--- config.mk ---
export PLATFORM = sky130hd
export DESIGN_NAME = traffic_phase_scheduler
export DESIGN_NICKNAME = d
export VERILOG_FILES = /design/src/rtl/traffic_pkg.sv /design/src/rtl/sensor_sync.sv /design/src/rtl/traffic_phase_scheduler.sv
export SDC_FILE = /design/constraint.sdc
export NUM_CORES = 1
export LEC_CHECK = 0
export CAP_MARGIN = 15
export CORE_UTILIZATION = 50
export DETAILED_ROUTE_END_ITERATION = 10
export HOLD_SLACK_MARGIN = 0.05
export PLACE_DENSITY = 0.8
export SYNTH_ARGS = -nofsm -noshare
export SYNTH_HDL_FRONTEND = slang
export SYNTH_SLANG_ARGS = --single-unit
--- constraint.sdc ---
create_clock -name CLK -period 7.7 [get_ports CLK]
set_input_delay 0.77 -clock CLK [delete_from_list [all_inputs] [get_ports CLK]]
set_output_delay 0.77 -clock CLK [all_outputs]
set_load 0.01 [all_outputs]
--- src/rtl/traffic_pkg.sv ---
// Shared phase encoding, lamp patterns and time width for the intersection scheduler.
package traffic_pkg;

    localparam int TW = 6;

    typedef enum logic [2:0] {
        A_GREEN    = 3'd0,
        A_YELLOW   = 3'd1,
        ALL_RED_AB = 3'd2,
        B_GREEN    = 3'd3,
        B_YELLOW   = 3'd4,
        ALL_RED_BA = 3'd5
    } phase_t;

    localparam logic [2:0] LAMP_R = 3'b100;
    localparam logic [2:0] LAMP_Y = 3'b010;
    localparam logic [2:0] LAMP_G = 3'b001;

    // Clamp an 8-bit intermediate sum to the 6-bit display range.
    function automatic logic [TW-1:0] sat(input logic [7:0] v);
        return (v > 8'd63) ? 6'd63 : v[TW-1:0];
    endfunction

endpackage

--- src/rtl/sensor_sync.sv ---
// Two-flop sensor synchronizer plus demand latch for one road.
module sensor_sync (
    input  logic clk,
    input  logic rst_n,
    input  logic sensor,
    input  logic in_green,
    input  logic enter_green,
    output logic synced,
    output logic req
);

    logic s1;

    // Synchronize the sensor; latch demand while not green, clear on entry to green.
    always_ff @(posedge clk or negedge rst_n) begin
        if (!rst_n) begin
            s1     <= 1'b0;
            synced <= 1'b0;
            req    <= 1'b0;
        end else begin
            s1     <= sensor;
            synced <= s1;
            if (enter_green)
                req <= 1'b0;
            else if (synced && !in_green)
                req <= 1'b1;
        end
    end

endmodule

--- src/rtl/traffic_phase_scheduler.sv ---
// Two-road right-of-way sequencer with gap-out/max-out green and countdown display.
module traffic_phase_scheduler
    import traffic_pkg::*;
#(
    parameter int GREEN_MIN = 10,
    parameter int GREEN_MAX = 30,
    parameter int YELLOW    = 3,
    parameter int ALL_RED   = 2
) (
    input  logic          CLK,
    input  logic          RSTn,
    input  logic          tick_1hz,
    input  logic          AS,
    input  logic          BS,
    output logic [2:0]    state,
    output logic [2:0]    a_light,
    output logic [2:0]    b_light,
    output logic [TW-1:0] A_time,
    output logic [TW-1:0] B_time,
    output logic          phase_chg
);

    localparam logic [TW-1:0] GMIN = TW'(GREEN_MIN);
    localparam logic [TW-1:0] YEL  = TW'(YELLOW);
    localparam logic [TW-1:0] AR   = TW'(ALL_RED);
    localparam logic [7:0]    GMAX8 = 8'(GREEN_MAX);
    localparam logic [7:0]    YEL8  = 8'(YELLOW);
    localparam logic [7:0]    AR8   = 8'(ALL_RED);
    localparam logic [7:0]    CYC8  = 8'(GREEN_MIN + YELLOW + ALL_RED);

    logic [2:0]    st, st_n;
    logic [TW-1:0] cnt, cnt_n;
    logic [TW-1:0] el, el_n;
    logic [7:0]    el_inc;
    logic [7:0]    cnt8;
    logic          a_sync, b_sync, a_req, b_req;
    logic          own_sync, other_req;

    sensor_sync u_sync_a (
        .clk         (CLK),
        .rst_n       (RSTn),
        .sensor      (AS),
        .in_green    (st == A_GREEN),
        .enter_green ((st_n == A_GREEN) && (st != A_GREEN)),
        .synced      (a_sync),
        .req         (a_req)
    );

    sensor_sync u_sync_b (
        .clk         (CLK),
        .rst_n       (RSTn),
        .sensor      (BS),
        .in_green    (st == B_GREEN),
        .enter_green ((st_n == B_GREEN) && (st != B_GREEN)),
        .synced      (b_sync),
        .req         (b_req)
    );

    // Phase, countdown, green-elapsed and change-pulse registers.
    always_ff @(posedge CLK or negedge RSTn) begin
        if (!RSTn) begin
            st        <= ALL_RED_BA;
            cnt       <= AR;
            el        <= '0;
            phase_chg <= 1'b0;
        end else begin
            st        <= st_n;
            cnt       <= cnt_n;
            el        <= el_n;
            phase_chg <= (st_n != st);
        end
    end

    // Next-state: only ticks advance time; illegal codes recover to all-red.
    always_comb begin
        st_n      = st;
        cnt_n     = cnt;
        el_n      = el;
        el_inc    = ({2'b00, el} >= GMAX8) ? GMAX8 : ({2'b00, el} + 8'd1);
        own_sync  = (st == A_GREEN) ? a_sync : b_sync;
        other_req = (st == A_GREEN) ? b_req  : a_req;
        case (st)
            A_GREEN, B_GREEN: if (tick_1hz) begin
                el_n = el_inc[TW-1:0];
                if (cnt > 6'd1)
                    cnt_n = cnt - 6'd1;
                else if (other_req && (!own_sync || el_inc >= GMAX8)) begin
                    st_n  = (st == A_GREEN) ? A_YELLOW : B_YELLOW;
                    cnt_n = YEL;
                end
            end
            A_YELLOW, B_YELLOW: if (tick_1hz) begin
                if (cnt > 6'd1)
                    cnt_n = cnt - 6'd1;
                else begin
                    st_n  = (st == A_YELLOW) ? ALL_RED_AB : ALL_RED_BA;
                    cnt_n = AR;
                end
            end
            ALL_RED_AB, ALL_RED_BA: if (tick_1hz) begin
                if (cnt > 6'd1)
                    cnt_n = cnt - 6'd1;
                else begin
                    st_n  = (st == ALL_RED_AB) ? B_GREEN : A_GREEN;
                    cnt_n = GMIN;
                    el_n  = '0;
                end
            end
            default: begin
                st_n  = ALL_RED_BA;
                cnt_n = AR;
            end
        endcase
    end

    // Lamp and countdown decode straight from the registers.
    always_comb begin
        cnt8    = {2'b00, cnt};
        state   = st;
        a_light = LAMP_R;
        b_light = LAMP_R;
        A_time  = cnt;
        B_time  = sat(cnt8 + CYC8);
        case (st)
            A_GREEN: begin
                a_light = LAMP_G;
                B_time  = sat(cnt8 + YEL8 + AR8);
            end
            A_YELLOW: begin
                a_light = LAMP_Y;
                B_time  = sat(cnt8 + AR8);
            end
            ALL_RED_AB: begin
                B_time = cnt;
                A_time = sat(cnt8 + CYC8);
            end
            B_GREEN: begin
                b_light = LAMP_G;
                B_time  = cnt;
                A_time  = sat(cnt8 + YEL8 + AR8);
            end
            B_YELLOW: begin
                b_light = LAMP_Y;
                B_time  = cnt;
                A_time  = sat(cnt8 + AR8);
            end
            default: ;
        endcase
    end

endmodule

Word level (Yosys, flattened, before mapping) --
Cells that the tools add are included.
Operators by class: reductions and logical operators 21, magnitude comparators 6, equality and inequality tests 13, mux-type cells 37, add/sub/neg operators 6
Operators by type and width (count):
- 6-bit two-way mux | 13
- 6-bit one-hot mux with 3 select lines | 3
- 3-bit two-way mux | 9
- 6-bit by 2-bit adder with 7-bit output, second input constant | 2
- 7-bit by 6-bit greater-than comparator with 1-bit output, second input constant | 2
- 3-bit one-hot mux with 2 select lines | 2
- 6-bit one-hot mux with 2 select lines | 1
- 3-bit by 2-bit == test with 1-bit output, second input constant | 3
- 3-bit one-hot mux with 3 select lines | 1
- 7-bit by 2-bit adder with 8-bit output, second input constant | 1
- 8-bit by 6-bit greater-than comparator with 1-bit output, second input constant | 1
- 2-bit != test, second input constant | 4
- 4-bit AND reduction | 2
- 6-bit by 1-bit adder with 7-bit output, second input constant | 1
- 6-bit by 4-bit adder with 7-bit output, second input constant | 1
- 7-bit by 5-bit >= comparator with 1-bit output, second input constant | 1
- 7-bit two-way mux | 1
- 3-bit == test, second input constant | 2
- 6-bit by 5-bit >= comparator with 1-bit output, second input constant | 1
- 6-bit by 1-bit greater-than comparator with 1-bit output, second input constant | 1
- 3-bit zero test | 2
- 1-bit two-way mux | 6
- 2-bit nonzero test | 3
- 2-bit OR reduction | 3
- other kinds (11) | 17
Storage, ports and cells: register bits after elaboration 22, logic and storage cells 93

Longest topological paths before layout --
Gate-level depths: netlist of run 1.
depth in word-level cells 12, mapped depth 11, mapped depth without buffers 8

Modules after synthesis --
From an unflattened synthesis of run 1, not the netlist that was laid out.
Second synthesis, totals: cell total of the unflattened synthesis 299, area total of the unflattened synthesis 2327.2 sq um
By module, submodules not included:
- traffic_phase_scheduler | seq. area each 404.1 sq um, cells each 287, area each 2139.6 sq um, instances 1
- sensor_sync | seq. area each 75.1 sq um, cells each 6, area each 93.8 sq um, instances 2

Worst setup path before layout of run 1 --
OpenSTA, ideal clock, no wires.
path kind register -> output, start reg cnt[0], end out B_time[4], path slack 4.381 ns, data arrival time 2.549 ns, required time 6.930 ns, stages on the path, launching flop included 10, cell sequence dfrtp_1 -> clkbuf_1 -> inv_1 -> ha_1 -> xnor2_1 -> or4b_1 -> a21o_1 -> a32oi_1 -> nor3_1 -> a211oi_1
Between the ends: word-level cells in the longest chain between the ends 5, elaborated cells between the ends (all ways) 11, classes of those cells 4 x add/sub; 3 x order compare; 4 x mux
Ends and longest elaborated chain:
- from (decl) | line traffic_phase_scheduler.sv:32 | logic [TW-1:0] cnt, cnt_n;
- from (signal assigned) | line traffic_phase_scheduler.sv:68 | cnt <= cnt_n;
- 6-bit by 2-bit adder with 7-bit output | line traffic_phase_scheduler.sv:127 | B_time = sat(cnt8 + YEL8 + AR8);
- 7-bit by 2-bit adder with 8-bit output | line traffic_phase_scheduler.sv:127
- 8-bit by 6-bit greater-than comparator with 1-bit output | line traffic_pkg.sv:21 | return (v > 8'd63) ? 6'd63 : v[TW-1:0];
- 6-bit two-way mux | line traffic_pkg.sv:21
- 6-bit one-hot mux with 3 select lines (*) | line traffic_phase_scheduler.sv:124 | case (st)
- to (decl) | line traffic_phase_scheduler.sv:19 | output logic [TW-1:0] B_time,
Every way passes the cells marked *; elsewhere a longest branch is shown, timed or not.

Worst setup path after layout of run 1 --
start reg cnt[2], end out B_time[4]
The elaborated chain is that of the path after synthesis.

==> results of run 1 <==
## routing by layer
metal / up-vias / routed length (µm)
li1: 1140 / -
met1: 1127 / 2591
met2: 125 / 2916
met3: 27 / 483
met4: 0 / 205
met5: - / 0
## worst min path at each step
stage,to
floorplan,u_sync_a.synced$_DFF_PN0_
global placement,u_sync_b.synced$_DFF_PN0_
detailed placement,u_sync_a.synced$_DFF_PN0_
CTS,u_sync_b.synced$_DFF_PN0_
global route,u_sync_a.synced$_DFF_PN0_
finish,u_sync_b.synced$_DFF_PN0_
## flip-flops by register name (all words and copies together) (netlist names)
name and flops:
cnt 6, u_sync_a.req 1, u_sync_a.synced 1, el 6
state 3, u_sync_b.s1 1, u_sync_b.synced 1, u_sync_a.s1 1
u_sync_b.req 1, phase_chg 1
## worst max-delay path, stage by stage (launching register included)
cell and delay (ps):
sky130_fd_sc_hd__dfrtp_1 730, sky130_fd_sc_hd__inv_1 250, sky130_fd_sc_hd__ha_1 260, sky130_fd_sc_hd__a21boi_0 150, sky130_fd_sc_hd__or4b_1 560, sky130_fd_sc_hd__a21o_1 230, sky130_fd_sc_hd__a32oi_1 230, sky130_fd_sc_hd__nor3_1 130
sky130_fd_sc_hd__a211oi_1 250, sky130_fd_sc_hd__clkdlybuf4s50_1 580
## final cells by class
type / instances / area share [%]
Multi-Input combinational cell: 246 / 62.70
Timing Repair Buffer: 26 / 9.971
Inverter: 13 / 1.870
Clock buffer: 4 / 1.726
Tap cell: 52 / 2.493
Sequential cell: 22 / 21.24
## where the power goes
| group | internal, mW | total (mW) | switching, mW |
|---|---|---|---|
| Sequential | 0.155 | 0.288 | 0.133 |
| Clock | 0.0370 | 0.0758 | 0.0388 |
| Combinational | 0.376 | 0.761 | 0.384 |
| Total | 0.568 | 1.12 | 0.556 |
## cells by family (layout without fill, tap and decap cells)
family / after synthesis / count (layout)
buffers and inverters: 38 / 43
xor gates and xnor gates: 7 / 7
muxes: 7 / 7
AOI/OAI and AO/OA: 107 / 107
DFF: 22 / 22
adders and majority gates: 11 / 11
and+or+nand+nor: 114 / 114
## through the flow
stage / setup WS [ps] / utilization (%) / instance area, µm²
6_report: 3291 / 58.73 / 2610
5_1_grt: 3043 / 58.73 / 2610
4_1_cts: 3329 / 58.73 / 2610
3_5_place_dp: 3651 / 57.71 / 2565
3_3_place_gp: 3797 / 57.71 / 2565
2_1_floorplan: 4381 / - / 2352
## cells in the final DEF (no fill, tap or decap), drive strengths merged, types with 11 or more instances in the layout
master | Yosys | routed
nand2 | 28 | 28
a21oi | 24 | 24
nor2 | 15 | 15
clkdlybuf4s50 | 0 | 26
ha | 11 | 11
o21ai | 21 | 21
inv | 12 | 12
dfrtp | 19 | 19
nand3 | 17 | 17
==> results.env, run 1 <==
PIN_COUNT=27
FIN_CRIT_SH_PCT=57.26
ANTENNA_VIOLATING_NETS_POST_ROUTE=0
SEQ_AREA_UM2=554.3
GRT.MET1_USAGE_PCT=35.25
POST-CTS-SETUP-BUFFERS=0
VIOLATIONS='DRC'
YS_SEQ_ELEMENTS=22
CRIT-REG2REG-CAPTURE='el[1]$_DFFE_PN0P_'
VDD_DROP_MAX_mV=0.2238
GRT_USE_MET3_PCT=3.419
GLOBAL_ROUTE_WIRE_LENGTH_BEFORE_REPAIR_MM=10.47
ROUTED_WIRE_LENGTH_PER_INSTANCE_UM=17.07
YS_SEQ_AREA_SHARE_PCT=23.56
GRT-BUSIEST-LAYER='met2'
DATA_REQUIRED_TIME_OF_THE_WORST_PATH_PS=6930
CLKSLEWWORSTSETUPHOLDPATHS_PS=80
RR_WORST_DEPTH=7
CLOCK_LATENCY_PS=270
NUMCLOCKSINKS=22
WL_MM=6.196
SYNTH.MUX.AREA_FRACTION_PCT=3.085
VERTICAL_EXTENT_OF_THE_DIE_UM=70.59
WORST_SLEW_MARGIN_REL_PCT=35.79
FIN_CRIT_PS=4409
CTS-BUFFERS-INSERTED=3
DRIVE_GT1_SHARE_PCT=6.752
VIA_COUNT_OF_THE_FIRST_GLOBAL_ROUTING_PASS=2216
OUTCOME='finished, violations left'
GR-USAGE-ALL-LAYERS_PCT=25.90
NETLIST_TOP_CELLS_AREA='sky130_fd_sc_hd__dfrtp_1 20%, sky130_fd_sc_hd__ha_1 5.9%, sky130_fd_sc_hd__a21oi_1 5.1%'
TOTAL_ITERATIONS_OF_THE_FIRST_DETAILED_ROUTING_RUN=8
FINAL-HOLD-VIOLATION-COUNT=0
SYNTH-XOR-AREA-SHARE_PCT=2.606
GRT_START_MAX_NET_PINS=32
USE_MET2_PCT=41.53
FINAL_WORST_CLOCK_SKEW_PS=1.417
MAXSLEWVIOLCOUNT=0
MULTI_INPUT_COMB_AREA_MM2=0.001637
SYNTH-EDFF-COUNT=0
CTS_TREE='built'
HOLD_PATH_STARTPOINT='u_sync_b.s1$_DFF_PN0_'
FINAL.SETUP.TNS_PS=0
CP-END-KIND='output port'
SYNTH_COMMONEST_CELLS='28 x sky130_fd_sc_hd__nand2_1, 24 x sky130_fd_sc_hd__a21oi_1, 20 x sky130_fd_sc_hd__o21ai_0, 19 x sky130_fd_sc_hd__dfrtp_1, 17 x sky130_fd_sc_hd__nand3_1'
POWER.TOTAL_mW=1.125
TIMING.CRITICAL_PATH.TO='B_time[4]'
STD_CELL_ROWS=24
SYN_NETS=322
ASYNC_FLOP_SHARE_PCT=100.0
SYNTHFLOPTYPE='sky130_fd_sc_hd__dfrtp_1'
ANTENNA_FOUND_INITIAL=0
POST_SYNTHESIS_CELL_TYPE_WITH_THE_LARGEST_COMBINED_AREA='sky130_fd_sc_hd__dfrtp_1'
WORSTPATHMAXFANOUT=19
CRIT_TYPE='reg -> out'
ANTENNA-DIODE-COUNT=0
SETUP_REPAIR_AFTER_GLOBAL_ROUTING_MISSED_ITS_MARGIN='no'
CTS_MAX_LEVEL=1
SYNTH-COMPOUND-AREA-SHARE_PCT=31.33
POST-SYNTH-TOP-COUNT-CELL='sky130_fd_sc_hd__nand2_1'
GP_CONGESTION=0.9373
CLK_PATH_BUF_DEPTH=2
DP.CELLS=359
NUMPORTBUFFERS=26
FINAL-SETUP-VIOL-COUNT=0
CRITPATHLAUNCHTYPE='flop'
YOSYSWARNINGS=0
DRT_ITER0_MARKERS=363
MAXCAPVIOLATIONS=0
HPWLAFTERDP_MM=4.341
SYN2LAYOUT_AREA_GROWTH_PCT=10.96
VIASPERCELL=6.664
MIN-DELAY-PATH-CLASS='reg -> reg'
NUMBER_OF_CELLS_UPSIZED_OR_DOWNSIZED_AFTER_CTS=0
MAX_FREQ_GHz=0.2268
HOLD_BUFFERS=0
REMAINING_DRCS=7
SYNTH-ADDER-AREA-SHARE_PCT=5.851
FINAL_CELLS=363
DETAILROUTE.VIA_COUNT=2419
SYNTH_TOP_FAMILY_BY_AREA='compound AO/OA/AOI/OAI gates'
CELLPOWERDENSITY_mW_PER_MM2=430.9
ROOT_BUFFER='sky130_fd_sc_hd__clkbuf_8'
CORE_AREA_MM2=0.004444
SYNTH_AREA_IN_SIMPLE_GATES_PCT=26.70
CRIT_PATH_START='cnt[2]$_DFFE_PN0P_'
TIMING.HOLD.WORST_PATH_DEPTH=0
LEAKAGE_nW=1.078
SYNTH.LIB_CELLS_USED.DISTINCT=64
AVGSYNTHCELLAREA_UM2=7.687
DIE_WIDTH_UM=70.59
NUM-NETS-FINAL=328
FLOORPLAN.INITIALDENSITY_PCT=52.93
WORST-R2R-SETUP-SLACK_PS=4920
SYN-INSTANCE-COUNT=306
FIN_HOLD_WS_PS=364.2
FLOORPLAN.DIE_AREA_MM2=0.004983
SHARE_OF_YOSYS_CELL_AREA_CLAIMED_BY_THE_TOP_AREA_CELL_TYPE_PCT=20.21
FILLERINSTANCES=415
NETLIST_AREA_MM2=0.002352
REGTOREGSTARTPOINT='cnt[1]$_DFFE_PN1P_'
GRT_OVERFLOW_TOTAL=0
MAX_SLEW.WORST_PIN.SLEW_PS=960.2
CRITICAL_PATH_ARRIVAL_PS=3640
Note: power is estimated with default switching activity, not from simulation.
==> inputs of run 2 (changes only) <==
clock period = 4.09 ns   (was 7.7 ns; I/O delays follow)
==> results.env, run 2 (same netlist as run 1, synthesis figures left out) <==
FINAL_WORST_CLOCK_SKEW_PS=1.292
TOTAL_ITERATIONS_OF_THE_FIRST_DETAILED_ROUTING_RUN=8
MAX_FREQ_GHz=0.2595
FINAL-HOLD-VIOLATION-COUNT=0
GP_CONGESTION=0.9445
FINAL_CELLS=374
DRIVE_GT1_SHARE_PCT=10.25
CTS_MAX_LEVEL=1
VERTICAL_EXTENT_OF_THE_DIE_UM=70.59
FLOORPLAN.DIE_AREA_MM2=0.004983
SYN2LAYOUT_AREA_GROWTH_PCT=14.63
MAXCAPVIOLATIONS=0
FINAL.SETUP.TNS_PS=0
VIA_COUNT_OF_THE_FIRST_GLOBAL_ROUTING_PASS=2162
GR-USAGE-ALL-LAYERS_PCT=25.44
ANTENNA_FOUND_INITIAL=0
ANTENNA_VIOLATING_NETS_POST_ROUTE=0
CLKSLEWWORSTSETUPHOLDPATHS_PS=70
NUM-NETS-FINAL=339
CRITICAL_PATH_ARRIVAL_PS=3450
GRT_START_MAX_NET_PINS=32
ROUTED_WIRE_LENGTH_PER_INSTANCE_UM=16.57
STD_CELL_ROWS=24
CTS-BUFFERS-INSERTED=3
FIN_CRIT_SH_PCT=94.24
CELLPOWERDENSITY_mW_PER_MM2=812.3
WL_MM=6.198
OUTCOME='finished, violations left'
SETUP_REPAIR_AFTER_GLOBAL_ROUTING_MISSED_ITS_MARGIN='no'
DRT_ITER0_MARKERS=307
DATA_REQUIRED_TIME_OF_THE_WORST_PATH_PS=3680
VIOLATIONS='DRC'
PIN_COUNT=27
FILLERINSTANCES=406
CP-END-KIND='output port'
GLOBAL_ROUTE_WIRE_LENGTH_BEFORE_REPAIR_MM=10.36
CLK_PATH_BUF_DEPTH=2
WORST_SLEW_MARGIN_REL_PCT=34.11
DETAILROUTE.VIA_COUNT=2478
FLOORPLAN.INITIALDENSITY_PCT=52.93
VIASPERCELL=6.626
MAXSLEWVIOLCOUNT=0
DP.CELLS=366
NUMCLOCKSINKS=22
GRT_OVERFLOW_TOTAL=0
MAX_SLEW.WORST_PIN.SLEW_PS=985.3
MOST-COMMON-LAYOUT-CELLS='28 x sky130_fd_sc_hd__nand2_1, 26 x sky130_fd_sc_hd__clkdlybuf4s50_1, 24 x sky130_fd_sc_hd__a21oi_1, 20 x sky130_fd_sc_hd__o21ai_0, 19 x sky130_fd_sc_hd__dfrtp_1'
LEAKAGE_nW=1.126
ANTENNA-DIODE-COUNT=0
CLOCK_LATENCY_PS=260
HPWLAFTERDP_MM=4.380
VDD_DROP_MAX_mV=0.4276
CRIT_TYPE='reg -> out'
FINAL-SETUP-VIOL-COUNT=0
FINISH.UTILIZATION_PCT=60.67
REMAINING_DRCS=8
MIN-DELAY-PATH-CLASS='reg -> reg'
HOLD_BUFFERS=0
LAYOUT.CELLS.MOST_COMMON='sky130_fd_sc_hd__nand2_1'
DIE_WIDTH_UM=70.59
NUMPORTBUFFERS=26
CTS_TREE='built'
FIN_CRIT_PS=3854
WORSTPATHMAXFANOUT=7
ROOT_BUFFER='sky130_fd_sc_hd__clkbuf_8'
CORE_AREA_MM2=0.004444
CRITPATHLAUNCHTYPE='flop'
-- run 2: cell count changes in the layout (fill, tap and decap cells not counted) --
cell                         change
sky130_fd_sc_hd__buf_4          +11
sky130_fd_sc_hd__inv_1           -1
sky130_fd_sc_hd__clkinvlp_4      +1
-- run 2: path summary, 6_finish.rpt --
kind / start / end / slack [ps] / cells past startpoint
hold / removal: u_sync_b.s1$_DFF_PN0_ / u_sync_b.synced$_DFF_PN0_ / 360 / 0
setup reg to reg: cnt[1]$_DFFE_PN1P_ / el[1]$_DFFE_PN0P_ / 1390 / 8
setup / recovery: cnt[1]$_DFFE_PN1P_ / B_time[4] / 240 / 9
hold reg to reg: u_sync_b.s1$_DFF_PN0_ / u_sync_b.synced$_DFF_PN0_ / 360 / 0
max in group asynchronous: RSTn / cnt[0]$_DFFE_PN0P_ / 2800 / 1
min in group asynchronous: RSTn / u_sync_a.req$_DFFE_PN0P_ / 690 / 1
-- run 2: final cells by class --
class                      instances  area [µm²]  area share [%]
clock buffer                       4       45.04           1.671
multi-input combinational        246        1637           60.70
timing repair buffer              37       342.8           12.71
tap                               52       65.06           2.413
sequential                        22       554.3           20.56
inverter                          13       52.55           1.949
-- run 2: timing repair --
item,4_1_cts,5_1_grt
buffers inserted,0,4
resized for setup,0,1
setup endpoints to repair,0,1
-- run 2: layer usage --
layer | vias up | track usage (%) | wire length [µm]
met4 | 0 | 7.556 | 88
met3 | 16 | 2.279 | 451
met1 | 1152 | 35.24 | 2672
met2 | 141 | 42.72 | 2985
li1 | 1169 | - | -
met5 | - | 0 | 0
-- run 2: metrics by stage --
stage	total power [mW]	setup slack [ps]	cell area, µm²	hold WS, ps
after CTS	2.134	223.3	2663	365.3
final	2.190	235.8	2696	358.1
after global routing	2.371	81.61	2696	371.0
after global placement	1.964	617.6	2618	336.0
after detailed placement	1.994	520.8	2618	338.0
after floorplan	1.469	1132	2352	113.4
-- run 2: report_power, final --
| group | switching [mW] | total, mW | internal [mW] |
|---|---|---|---|
| combinational | 0.872 | 1.63 | 0.763 |
| clock | 0.0650 | 0.134 | 0.0694 |
| sequential | 0.127 | 0.421 | 0.294 |
-- run 2: critical path, cell delays in order (launching register included) --
cell                              delay, ps
sky130_fd_sc_hd__dfstp_2                600
sky130_fd_sc_hd__clkinvlp_4             180
sky130_fd_sc_hd__ha_1                   300
sky130_fd_sc_hd__xnor2_1                190
sky130_fd_sc_hd__or4b_1                 520
sky130_fd_sc_hd__a21o_1                 230
sky130_fd_sc_hd__a32oi_1                220
sky130_fd_sc_hd__nor3_1                 130
sky130_fd_sc_hd__a211oi_1               250
sky130_fd_sc_hd__clkdlybuf4s50_1        570
==> edit 1: new RTL, config.mk and constraints of run 2 <==
The output `phase_chg` loses its register stage (`phase_chg` becomes a continuous assignment).
--- a/src/rtl/traffic_phase_scheduler.sv
+++ b/src/rtl/traffic_phase_scheduler.sv
@@ -62,14 +62,14 @@
             st        <= ALL_RED_BA;
             cnt       <= AR;
             el        <= '0;
-            phase_chg <= 1'b0;
         end else begin
             st        <= st_n;
             cnt       <= cnt_n;
             el        <= el_n;
-            phase_chg <= (st_n != st);
         end
     end
+
+    assign phase_chg = (st_n != st);
 
     // Next-state: only ticks advance time; illegal codes recover to all-red.
     always_comb begin
Check against the original RTL: not equivalent (a bounded check fails within 4 cycles, from zero or initial values and one cycle with RSTn low).
==> edit 1 against run 2 <==
- utilization decreased by 0.95 points
- critical path type unchanged
- routed wire length rose by 9.2%
- critical path depth is the same
- worst hold slack worse by 4.9 ps
- sequential power fell by 5.7%
- setup slack worse by 5.4 ps
- final area is 2.2% lower
- power is 6.2% higher
- synthesized area fell by 1.5%
- register-to-register slack got worse by 240 ps
- sequential cell count fell by 1
- critical endpoint is now B_time[2]
==> edit 1: results (changes against run 2) <==
* Flop pwr share at 0.171 (-0.021)
* Clock share of power at 0.058 (-0.003)
* CTS tree: done
* Mapped Nets at 309 (-4.0%)
* Met2 Use GR at 0.432 (+0.00444)
* ClkCell Share at 0.0171 (+0.000381)
* Synth Area in XOR/XNOR at 0.0302 (+0.00417)
* Fraction of area in multi-input gates at 0.616 (+0.00908)
* Mux contribution to synthesized area at 0.0275 (-0.00331)
* DR WL/cell at 18.7 um (+13%)
* Clk_skew at 2.95 ps (+1.66 ps)
* Area of the multi-input gates at 0.00162 mm^2 (-0.76%)
* Number of detailed-route iterations in the first pass at 5 (-3)
* Non-clock inverters at 14 (+1)
* Non-clock buffer count at 34 (-8.1%)
* Placement Setup Slack at 507 ps (-14.0 ps)
* Share of post-route cells with drive strength above 1 at 0.133 (+0.0302)
* Met3 Track Usage GR at 0.0245 (+0.00174)
* Register area share after synthesis at 0.228 (-0.00724)
* Met3 WL at 599 um (+33%)
* Final nets at 326 (-3.8%)
* Cts hold-fix bufs at 0 (unchanged)
* Multi-input gate count at 236 (-4.1%)
* Routing usage on met1 at 0.401 (+0.0491)
* Wl on met1 at 2.83 mm (+5.9%)
* Static leakage at 1.04 nW (-7.4%)
* CTS sink cnt at 21 (-4.5%)
* HPWL Detailed at 4.80 mm (+9.5%)
* Non-clock buffer share at 0.121 (-0.00565)
* Maximum number of pins on one net before global-route repair at 31 (-3.1%)
* Met2 WL post-DR at 3.09 mm (+3.6%)
* H-tree Lvls at 1 (unchanged)
* Result of the run: finished clean
* Top cells by area, synth: dfrtp_1, ha_1, o21ai_0
* Crit path max fanout at 12 (+5)
* Reg area at 529 um^2 (-4.5%)
* Max stage delay on crit path at 660 ps (+60 ps)
* Critical path's top delay family: compound AO/OA/AOI/OAI gates
* VDD IR max at 0.000428 V (+0.14%)
* Gate count of the mapped netlist at 293 (-4.2%)
* Initial drt markers at 412 (+34%)
* Adder-Cell Fraction of Synth Area at 0.0594 (+0.000885)
* First-pass GRT wire length at 11.0 mm (+6.2%)
* Area of placed instances at 0.00259 mm^2 (-1.1%)
* Via count at 2466 (-0.48%)
* Pwr Total at 2.33 mW (+6.2%)
* Post-synthesis cell type count at 72 (+13%)
* Compound-gate portion of the synthesized area at 0.352 (+0.0388)
* Commonest cells in the netlist: nor2_1, nand2_1, o21ai_0
* Final cell count without fillers at 361 (-3.5%)
* Net switching fraction of the power at 0.507 (+0.0213)
* Worst-margin pin slew at 921 ps (-64.7 ps)
* RD Place Congestion at 0.972 (+3.0%)
* Total track usage at 0.279 (+0.0242)
* Number of global-route vias before repair at 2151 (-0.51%)
* Die Width at 70.1 um (-0.73%)
==> edit 1: cell types whose count changed after synthesis, sizes merged, moves of 4 or more <==
cell           run 2  this run
o22ai              8         4
nor2              15        29
nand3             17        13
nor2b              6         2
o221a              0         4
a21oi             24        18
clkbuf            14         8
nand2             28        24
==> edit 1: final timing paths <==
kind	startpoint	end	slack, ps	cells past startpoint
setup / recovery	cnt[1]$_DFFE_PN1P_	B_time[2]	230	9
setup reg to reg	cnt[1]$_DFFE_PN1P_	el[1]$_DFFE_PN0P_	1150	8
max in group asynchronous	RSTn	u_sync_a.req$_DFFE_PN0P_	2870	1
hold reg to reg	u_sync_a.s1$_DFF_PN0_	u_sync_a.synced$_DFF_PN0_	350	0
min in group asynchronous	RSTn	el[5]$_DFFE_PN0P_	660	1
hold / removal	u_sync_a.s1$_DFF_PN0_	u_sync_a.synced$_DFF_PN0_	350	0
==> edit 2: new RTL, flow settings as in run 2 <==
Without the edit above. Set the parameter `GREEN_MIN` to 7 (it was 10).
--- a/src/rtl/traffic_phase_scheduler.sv
+++ b/src/rtl/traffic_phase_scheduler.sv
@@ -2,7 +2,7 @@
 module traffic_phase_scheduler
     import traffic_pkg::*;
 #(
-    parameter int GREEN_MIN = 10,
+    parameter int GREEN_MIN = 7,
     parameter int GREEN_MAX = 30,
     parameter int YELLOW    = 3,
     parameter int ALL_RED   = 2
Check against the original RTL: not equivalent (Yosys sat finds a counterexample within 4 cycles, from zero or initial values and one cycle with RSTn low).
==> edit 2 against run 2 <==
- setup slack improved by 200 ps
- sequential cell count unchanged
- register-to-register slack got worse by 190 ps
- power increased by 7.6%
- final area decreased by 5.2%
- die area decreased by 4.5%
- routed wire length increased by 1.5%
- sequential share of layout area increased by 1.1 points
- synthesized area decreased by 4.6%
- largest cell class unchanged
- largest power group unchanged
==> edit 2: results (changes against run 2) <==
* Final nets at 328 (-3.2%)
* Total track usage at 0.270 (+0.0153)
* Area of placed instances at 0.00248 mm^2 (-5.1%)
* Seq/total area at 0.217 (+0.0114)
* Synth-to-layout area growth at 13.8%
* Commonest cells in the netlist: nor2_1, o21ai_0, nand2_1
* HPWL Detailed at 4.51 mm (+3.0%)
* Routing usage on met1 at 0.363 (+0.0106)
* VDD IR max at 0.000444 V (+3.7%)
* Register area share after synthesis at 0.247 (+0.0113)
* Met3 WL at 460 um (+2.0%)
* Non-clock buffer count at 30 (-19%)
* Met2 WL post-DR at 3.03 mm (+1.5%)
* Placed Cells at 356 (-2.7%)
* Share of post-route cells with drive strength above 1 at 0.0682 (-0.0343)
* Crit path max fanout at 12 (+5)
* Worst path arrival time at 3250 ps (-200 ps)
* Clkbuf count at 3 (-1)
* Final cell count without fillers at 360 (-3.7%)
* Post-synthesis cell type count at 65 (+1.6%)
* Number of global-route vias before repair at 2211 (+2.3%)
* Initial drt markers at 348 (+13%)
* Vias per cell at 6.70 (+1.2%)
* Sequential cell count at 22 (unchanged)
* Layout filler cell count at 400 (-1.5%)
* ClkCell Share at 0.0279 (+0.0112)
* Seq. pwr at 0.508 mW (+21%)
* Top cells by area, synth: dfrtp_1, ha_1, o21ai_0
* Result of the run: finished clean
* Met2 Use GR at 0.451 (+0.0237)
## edit 2: changes by cell type after synthesis, moves of 5 or more
cell      delta
clkbuf_1     -5
o21ai_0      +8
buf_2        -6
nor2_1      +18
o22a_1       +7
nand3_1      -9
## edit 2: cell families (layout without fill, tap and decap cells)
kind of cell	after synthesis	in the layout	share of synthesized area
AND/OR/NAND/NOR	111	111	0.255
AO/OA/AOI/OAI	110	110	0.319
buffers and inverters	31	45	0.0708
flip-flops	22	22	0.247
adder cells (fa/ha/maj)	14	14	0.0780
XOR/XNOR	3	3	0.0117
multiplexers	3	3	0.0178
## edit 2: critical path, cell delays in order, from the launching register on
cell,delay (ps)
dfstp_2,680
ha_1,250
xor2_1,340
nand2_1,110
o32ai_2,530
a21oi_1,140
o21a_1,190
a221o_1,260
clkdlybuf4s50_1,480
## edit 2: final timing paths
kind	slack [ps]	to	from	cells after the start
min in group asynchronous	670	el[4]$_DFFE_PN0P_	RSTn	1
worst max register to register	1200	el[0]$_DFFE_PN0P_	cnt[2]$_DFFE_PN0P_	7
worst min-delay path	360	u_sync_a.synced$_DFF_PN0_	u_sync_a.s1$_DFF_PN0_	0
worst min register to register	360	u_sync_a.synced$_DFF_PN0_	u_sync_a.s1$_DFF_PN0_	0
worst max-delay path	430	B_time[0]	cnt[1]$_DFFE_PN1P_	8
max in group asynchronous	2830	u_sync_a.req$_DFFE_PN0P_	RSTn	1
## edit 2: per-stage QoR
step / power [mW] / hold WS (ps) / setup slack [ps]
after floorplan: 1.52 / 113 / 1520
after global placement: 2.11 / 335 / 739
after detailed placement: 2.12 / 343 / 786
after CTS: 2.33 / 362 / 480
after global routing: 2.53 / 376 / 309
final: 2.36 / 360 / 431
